$ cat src/rtl/pulse_to_level_pkg.sv
`default_nettype none
// ============================================================================
// Module      : pulse_to_level_pkg
// Description : Shared state encoding for the pulse_to_level stretcher.
// Revision    : 1.0 - initial release
// ============================================================================
package pulse_to_level_pkg;

  // Raw state codes, kept as named constants so other blocks can decode them.
  localparam logic [1:0] ST_IDLE = 2'd0;
  localparam logic [1:0] ST_HOLD = 2'd1;
  localparam logic [1:0] ST_GAP  = 2'd2;

  typedef enum logic [1:0] {
    S_IDLE = ST_IDLE,
    S_HOLD = ST_HOLD,
    S_GAP  = ST_GAP
  } state_e;

endpackage : pulse_to_level_pkg
`default_nettype wire

$ cat src/rtl/sat_counter.sv
`default_nettype none
// ============================================================================
// Module      : sat_counter
// Description : W-bit up counter that sticks at all-ones instead of wrapping.
//               Clears only on synchronous reset.
// Revision    : 1.0 - initial release
// ============================================================================
module sat_counter #(
  parameter int W = 8
) (
  input  logic         clk,
  input  logic         rst,
  input  logic         inc,
  output logic [W-1:0] count
);

  logic [W-1:0] count_q;
  logic [W-1:0] count_d;

  // Next count: step by one unless already pinned at the maximum.
  always_comb begin
    count_d = count_q;
    if (inc && (count_q != {W{1'b1}})) begin
      count_d = count_q + 1'b1;
    end
  end

  // Count register with synchronous clear.
  always_ff @(posedge clk) begin
    if (rst) begin
      count_q <= '0;
    end else begin
      count_q <= count_d;
    end
  end

  assign count = count_q;

endmodule : sat_counter
`default_nettype wire

$ cat src/rtl/pulse_to_level.sv
`default_nettype none
// ============================================================================
// Module      : pulse_to_level
// Description : Pulse stretcher. Each accepted single-cycle event drives a
//               registered level high for HOLD_CYCLES cycles, followed by a
//               mandatory GAP_CYCLES low guard. Events that cannot be honoured
//               are tallied in a saturating 'dropped' counter.
//               Build option: define PULSE_TO_LEVEL_RETRIG_EN so that an
//               event during HOLD restarts the hold window instead of being
//               counted as dropped.
// Revision    : 1.0 - initial release
// ============================================================================
module pulse_to_level
  import pulse_to_level_pkg::*;
#(
  parameter int HOLD_CYCLES = 8,
  parameter int GAP_CYCLES  = 2,
  parameter int CNT_W       = 8,
  parameter int DROP_W      = 8
) (
  input  logic              clk,
  input  logic              rst,
  input  logic              pulse,
  output logic              level,
  output logic              busy,
  output logic              level_fall,
  output logic [DROP_W-1:0] dropped
);

`ifdef PULSE_TO_LEVEL_RETRIG_EN
  localparam bit RETRIG_EN = 1'b1;
`else
  localparam bit RETRIG_EN = 1'b0;
`endif

  // Counter load values; the counter runs N-1 down to 0 for an N-cycle phase.
  localparam int HOLD_M1 = (HOLD_CYCLES > 0) ? HOLD_CYCLES - 1 : 0;
  localparam int GAP_M1  = (GAP_CYCLES  > 0) ? GAP_CYCLES  - 1 : 0;
  localparam logic [CNT_W-1:0] HOLD_LOAD = HOLD_M1[CNT_W-1:0];
  localparam logic [CNT_W-1:0] GAP_LOAD  = GAP_M1[CNT_W-1:0];
  localparam bit               HAS_GAP   = (GAP_CYCLES > 0);

  state_e           state_q,      state_d;
  logic [CNT_W-1:0] cnt_q,        cnt_d;
  logic             level_q,      level_d;
  logic             busy_q,       busy_d;
  logic             level_fall_q, level_fall_d;
  logic             drop_inc;

  // Next-state, counter and registered-output decode.
  always_comb begin
    state_d  = state_q;
    cnt_d    = cnt_q;
    drop_inc = 1'b0;

    case (state_q)
      S_IDLE: begin
        if (pulse) begin
          state_d = S_HOLD;
          cnt_d   = HOLD_LOAD;
        end
      end

      S_HOLD: begin
        if (pulse && RETRIG_EN) begin
          // Restart the window; level stays high HOLD_CYCLES past this event.
          cnt_d = HOLD_LOAD;
        end else begin
          // Without retrigger any event here, even on the last cycle, is lost.
          drop_inc = pulse;
          if (cnt_q == '0) begin
            if (HAS_GAP) begin
              state_d = S_GAP;
              cnt_d   = GAP_LOAD;
            end else begin
              state_d = S_IDLE;
              cnt_d   = '0;
            end
          end else begin
            cnt_d = cnt_q - 1'b1;
          end
        end
      end

      S_GAP: begin
        // Guard gap: nothing is accepted until IDLE is reached.
        drop_inc = pulse;
        if (cnt_q == '0) begin
          state_d = S_IDLE;
        end else begin
          cnt_d = cnt_q - 1'b1;
        end
      end

      default: begin
        state_d = S_IDLE;
        cnt_d   = '0;
      end
    endcase

    // Outputs are decoded from the next state so they appear registered,
    // aligned with the state they describe.
    level_d      = (state_d == S_HOLD);
    busy_d       = (state_d != S_IDLE);
    level_fall_d = (state_q == S_HOLD) && (state_d != S_HOLD);
  end

  // State, counter and output registers; reset has priority over pulse.
  always_ff @(posedge clk) begin
    if (rst) begin
      state_q      <= S_IDLE;
      cnt_q        <= '0;
      level_q      <= 1'b0;
      busy_q       <= 1'b0;
      level_fall_q <= 1'b0;
    end else begin
      state_q      <= state_d;
      cnt_q        <= cnt_d;
      level_q      <= level_d;
      busy_q       <= busy_d;
      level_fall_q <= level_fall_d;
    end
  end

  // Rejected-event tally; pulses seen while in reset never reach it.
  sat_counter #(
    .W (DROP_W)
  ) u_drop_cnt (
    .clk   (clk),
    .rst   (rst),
    .inc   (drop_inc & ~rst),
    .count (dropped)
  );

  assign level      = level_q;
  assign busy       = busy_q;
  assign level_fall = level_fall_q;

endmodule : pulse_to_level
`default_nettype wire
$ cat config.mk
export PLATFORM = sky130hd
export DESIGN_NAME = pulse_to_level
export DESIGN_NICKNAME = d
export VERILOG_FILES = /design/src/rtl/pulse_to_level_pkg.sv /design/src/rtl/sat_counter.sv /design/src/rtl/pulse_to_level.sv
export SDC_FILE = /design/constraint.sdc
export NUM_CORES = 1
export LEC_CHECK = 0
export CAP_MARGIN = 20
export CORE_MARGIN = 4
export CORE_UTILIZATION = 50
export DETAILED_ROUTE_END_ITERATION = 8
export GPL_TIMING_DRIVEN = 0
export PLACE_DENSITY = 0.73
export SYNTH_ARGS = -nofsm -noshare
export SYNTH_HDL_FRONTEND = slang
export SYNTH_SLANG_ARGS = --single-unit
$ cat constraint.sdc
create_clock -name clk -period 5.65 [get_ports clk]
set_clock_uncertainty 0.2 [all_clocks]
set_input_delay 1.13 -clock clk [delete_from_list [all_inputs] [get_ports clk]]
set_output_delay 1.13 -clock clk [all_outputs]
set_load 0.01 [all_outputs]
Word level (Yosys, flattened, before mapping)
Cells that the tools add are included.

Register bits after elaboration: 21. Output and inout bits: 11. Input bits: 3.

Add/sub/neg operators: 2. Mux-type cells: 9. Reductions and logical operators: 7. Equal/unequal tests: 7. Bitwise operators: 2.

Operators with widths (number): $mux 8 (3); $pmux 8 s3 (1); $add 8x1->8 const B (1); $logic_not 8->1 (1); $ne 8x8->1 const B (1); $sub 8x1->8 const B (1); $mux 2 (3); $pmux 2 s3 (1); $eq 2x1->1 const B (2); $ne 2x2->1 const B (2); $eq 2x2->1 const B (1); $logic_and 1x1->1 (2); $logic_not 2->1 (1); $ne 2x1->1 const B (1); $reduce_and 2->1 (1); $reduce_bool 2->1 (1); $reduce_or 2->1 (1); $and 1x1->1 (1); $mux 1 (1); $not 1->1 (1).

Logic depth before layout (Yosys ltp)
Gate-level depths: netlist of the first run.

Word-level depth: 5. Depth in mapped cells: 6. Gate-level depth less buffers: 6.

By module
From an unflattened synthesis of the first run, not the netlist that was laid out.

Cells, all modules: 145. Area, all modules: 1244.9 um2.

By module, submodules not included: pulse_to_level (cells each 99, times used 1, area each 814.5 um2, sequential area each 260.2 um2); sat_counter (cells each 46, times used 1, area each 430.4 um2, sequential area each 160.2 um2).

Least setup slack after synthesis of the first run
Ideal clock, no wire load.

Kind: input port to flip-flop. From: in pulse. To: reg cnt_q[7]. Stages: 4. Setup slack: 3.226 ns. Library setup time: 0.070 ns. Data required time: 5.380 ns. Data arrival time: 2.154 ns. Path through: and2b_4 a21o_1 or4b_1 a21oi_1.

Cells in the longest elaborated chain, start to end: 2.

Ends and longest elaborated chain: start: declaration (RTL line pulse_to_level.sv:23) `input logic pulse,`; $ne 2x2->1 (no line); $reduce_and 2->1 (no line); end signal: assignment (RTL line pulse_to_level.sv:118) `cnt_q <= cnt_d;`; end: declaration (RTL line pulse_to_level.sv:44) `logic [CNT_W-1:0] cnt_q, cnt_d;`.

Every way passes these cells. A chain may end at the register's enable or synchronous reset.

Worst setup path in the final report of the first run
From: in rst. To: reg u_drop_cnt.count_q[7], in the netlist u_drop_cnt.count[7].

Cells in the longest elaborated chain, start to end: 3.

Ends and longest elaborated chain: start: declaration (RTL line pulse_to_level.sv:22) `input logic rst,`; $not 1->1 (RTL line pulse_to_level.sv:131) `.inc (drop_inc & ~rst),`; $and 1x1->1 (RTL line pulse_to_level.sv:131); $logic_and 1x1->1 (RTL line sat_counter.sv:23) `if (inc && (count_q != {W{1'b1}})) begin`; end signal: assignment (RTL line sat_counter.sv:33) `count_q <= count_d;`; end: declaration (RTL line sat_counter.sv:17) `logic [W-1:0] count_q;`.

Several ways; a longest one is shown, not always the timed one.

==> impl_summary.txt, run 1 <==
----------------------------------------------------
[Floorplan]
  Initial Util ... 53.1%
  Top-level port count ... 14
  Y dimension of the die ... 56.9 microns
  Area of the die ... 3240 sq um
  Placeable core area ... 2250 sq um
  Number of placement rows ... 17
  Floorplan die width ... 56.9 microns

[Clock network]
  TritonCTS Sinks ... 21
  Number of H-tree levels ... 1
  Clock latency on the worst-skew pair ... 0.30 ns
  Post-CTS setup buffers ... 0
  TritonCTS clock tree ... built
  Root Driver ... sky130_fd_sc_hd__clkbuf_4
  Post-cts sizing count ... 0
  Number of CTS-inserted buffers ... 3
  CTS Hold Buffers Added ... 0
  Clock slew at reported path FFs ... 0.12 ns
  Clock tree buffer depth ... 2

[Run]
  Max Cap Viol ... 0

[Placed design]
  Final Wtd Congestion ... 0.820
  DP HPWL ... 1960 microns
  Post-Place Cells ... 175
  Port Buf Inserts ... 13

[Yosys]
  Unique masters post-synth ... 47
  Synth warnings ... 0
  Number of nets produced by synthesis ... 144
  Number of enable flip-flop cells after synthesis ... 0
  Share of async-settable or async-resettable flops after synthesis ... 0%
  Syn avg cell area ... 8.93 sq um
  Flop and latch count out of synthesis ... 21
  Gate count after technology mapping ... 134
  Part of the Yosys area used for sequential elements ... 35.1%
  Dominant synthesized flop cell ... sky130_fd_sc_hd__dfxtp_1
  Total standard cell area after synthesis ... 1200 sq um

[Timing]
  Count of final setup violators ... 0
  Number of hold violations in the final report ... 0
  Actual transition at the worst max-transition pin ... 0.746 ns
  RSZ-0062 raised after global routing ... false
  Aggregate negative setup slack ... 0 ns
  Max-slew violations ... 0
  Crit share post-route ... 48.8%
  Fmax ... 0.363 GHz
  Tightest slew margin relative to the limit ... 49.6%
  Post-layout minimum cycle time ... 2.76 ns

[Setup path]
  CP Max Fanout ... 7
  CP startpoint ... rst
  Critical Path Most Common Cell ... sky130_fd_sc_hd__or3_1
  Element type at the critical path start ... primary input
  Crit end category ... register
  Largest stage delay on the critical path ... 0.53 ns
  R2R Path Start ... state_q[0]$_SDFF_PP0_
  Arrival time of the worst setup path ... 2.79 ns
  Cell-by-cell listing of the critical path ... clkdlybuf4s50_1 > nand3b_1 > or3_1 > or3_1 > a21oi_1
  Required @ worst endpoint ... 5.69 ns
  Slowest CP cell ... sky130_fd_sc_hd__clkdlybuf4s50_1
  Class of the most critical setup path ... in -> reg

[Global route]
  Via count of the first global-routing pass ... 1031
  GR Util All Layers ... 17.7%
  Largest net degree at the start of global routing ... 13
  Global-route wire length before repair ... 4600 microns
  Leftover overflow at the end of global routing ... 0
  Antenna violations before repair ... 0

[Detailed routing]
  DRC violation total after the first TritonRoute iteration ... 28
  Vias post-DR ... 1061
  Antenna Nets Post-Route ... 0
  Remaining design rule violation count ... 0
  Total wire length after detailed routing ... 2560 microns
  Drt pass-1 iters ... 4
  Detail-routed net length per standard cell ... 14.3 microns
  Vias per cell ... 5.93

[Min path]
  Min-Delay Startpoint ... cnt_q[1]$_SDFFE_PP0P_
  Hold/Removal Path Class ... reg -> reg

[Cells and area]
  Synthesis-to-layout area growth ... 16.1%
  Cell Count, Final, Fillers Out ... 179
  N_diodes ... 0
  Fraction of final layout cells with drive strength greater than 1 ... 10.6%
  Final net count ... 162

[Power]
  Cell Pwr Density ... 279 nW/um^2
  Max IR drop VDD ... 174 uV
  Leakage power summed over all cells ... 0.497 nW

[Run status]
  Result of the run ... finished clean

----------------------------------------------------
==> logic make-up (layout without fill, tap and decap cells) <==
logic type | count (synthesis) | count (layout) | synth area share, %
and+or+nand+nor | 49 | 49 | 24.6
AOI/OAI and AO/OA | 41 | 41 | 24.6
DFF | 21 | 21 | 35.1
buffers and inverters | 10 | 27 | 3.77
adders and majority gates | 7 | 7 | 7.32
xor gates and xnor gates | 4 | 4 | 2.93
muxes | 2 | 2 | 1.67
==> path summary, 6_finish.rpt <==
kind                                 endpoint  slack, ns  cells past startpoint
max          u_drop_cnt.count[7]$_SDFFE_PP0P_       2.89                      5
min                     cnt_q[1]$_SDFFE_PP0P_       0.28                      2
max reg2reg             cnt_q[7]$_SDFFE_PP0P_       3.37                      6
min reg2reg             cnt_q[1]$_SDFFE_PP0P_       0.28                      2
==> flip-flops by register name, summed over array words and instances, names as in the netlist <==
register and cells:
state_q 2, level_fall 1, u_drop_cnt.count 8, cnt_q 8, busy 1, level 1
==> routing by layer <==
layer / wire length [microns] / vias up / GRT usage [%]
li1: - / 537 / -
met1: 1230 / 492 / 23.9
met2: 1180 / 28 / 27.7
met3: 121 / 4 / 3.68
met4: 27 / 0 / 6.29
met5: 0 / - / 0
==> final cells by class <==
class / count / area (sq um)
clock buffer: 3 / 22.5
sequential: 21 / 420
inverter: 8 / 30.0
multi-input combinational: 103 / 731
buffer: 2 / 15.0
clock inverter: 1 / 5.00
tap: 28 / 35.0
fill: 229 / 866
timing repair buffer: 13 / 130
==> cell usage in the layout (no fill, tap or decap), types with 2 or more instances in the layout <==
master,netlist,layout
sky130_fd_sc_hd__or3b_2,2,2
sky130_fd_sc_hd__o21ai_0,5,5
sky130_fd_sc_hd__dfxtp_1,21,21
sky130_fd_sc_hd__clkdlybuf4s50_1,0,13
sky130_fd_sc_hd__nor3_1,4,4
sky130_fd_sc_hd__mux2i_1,2,2
sky130_fd_sc_hd__clkbuf_4,0,3
sky130_fd_sc_hd__ha_1,7,7
sky130_fd_sc_hd__o31a_1,2,2
sky130_fd_sc_hd__or3_1,4,4
sky130_fd_sc_hd__nand2_1,8,8
sky130_fd_sc_hd__nand3_1,5,5
sky130_fd_sc_hd__xnor2_1,3,3
sky130_fd_sc_hd__nor2_1,11,11
sky130_fd_sc_hd__inv_1,8,8
sky130_fd_sc_hd__a21o_1,2,2
sky130_fd_sc_hd__a21oi_1,11,11
sky130_fd_sc_hd__a211oi_1,6,6
sky130_fd_sc_hd__o31ai_1,3,3
==> power breakdown <==
| group | switching, mW | internal, mW |
|---|---|---|
| clock network | 0.0474 | 0.0264 |
| logic | 0.0750 | 0.0629 |
| registers | 0.0134 | 0.162 |
| total | 0.136 | 0.251 |
==> Yosys cell counts (2+ instances only) <==
master | count | area (sq um)
sky130_fd_sc_hd__dfxtp_1 | 21 | 420
sky130_fd_sc_hd__a21oi_1 | 11 | 55.1
sky130_fd_sc_hd__nor2_1 | 11 | 41.3
sky130_fd_sc_hd__inv_1 | 8 | 30.0
sky130_fd_sc_hd__nand2_1 | 8 | 30.0
sky130_fd_sc_hd__ha_1 | 7 | 87.6
sky130_fd_sc_hd__a211oi_1 | 6 | 45.0
sky130_fd_sc_hd__nand3_1 | 5 | 25.0
sky130_fd_sc_hd__o21ai_0 | 5 | 25.0
sky130_fd_sc_hd__nor3_1 | 4 | 20.0
sky130_fd_sc_hd__or3_1 | 4 | 25.0
sky130_fd_sc_hd__o31ai_1 | 3 | 22.5
sky130_fd_sc_hd__xnor2_1 | 3 | 26.3
sky130_fd_sc_hd__a21o_1 | 2 | 15.0
sky130_fd_sc_hd__mux2i_1 | 2 | 20.0
sky130_fd_sc_hd__o31a_1 | 2 | 17.5
sky130_fd_sc_hd__or3b_2 | 2 | 17.5
==> stage by stage <==
step	util [%]	instance area, sq um	setup slack (ns)	hold slack [ns]	power, mW
after floorplan	-	1200	3.23	0.245	0.282
after global placement	60.4	1360	2.60	0.260	0.311
after detailed placement	60.4	1360	2.57	0.264	0.315
after CTS	61.6	1390	2.90	0.281	0.390
after global routing	61.6	1390	2.82	0.314	0.418
final	61.6	1390	2.89	0.278	0.387
==> critical path: cells and delay by family <==
| family | cells | cell delay (ns) |
|---|---|---|
| AO/OA/AOI/OAI | 1 | 0.15 |
| buffers and inverters | 1 | 0.53 |
| AND/OR/NAND/NOR | 3 | 0.99 |
(Power assumes the default switching activity.)
==> inputs of run 2 (changes only) <==
clock period = 2.6 ns   (was 5.65 ns; I/O delays follow)
==> results of run 2 <==
Same layout as run 1 (identical final DEF). Status: finished clean.
Main changes from that run: setup slack after placement 2.57 ns -> 0.135 ns; setup slack after layout 2.89 ns -> 0.316 ns; start point of the critical path rst -> state_q[0]$_SDFF_PP0_; end point of the critical path u_drop_cnt.count[7]$_SDFFE_PP0P_ -> cnt_q[7]$_SDFFE_PP0P_; register-to-register setup slack 3.37 ns -> 0.32 ns; total power 0.387 mW -> 0.841 mW; worst IR drop on VDD 174 uV -> 378 uV
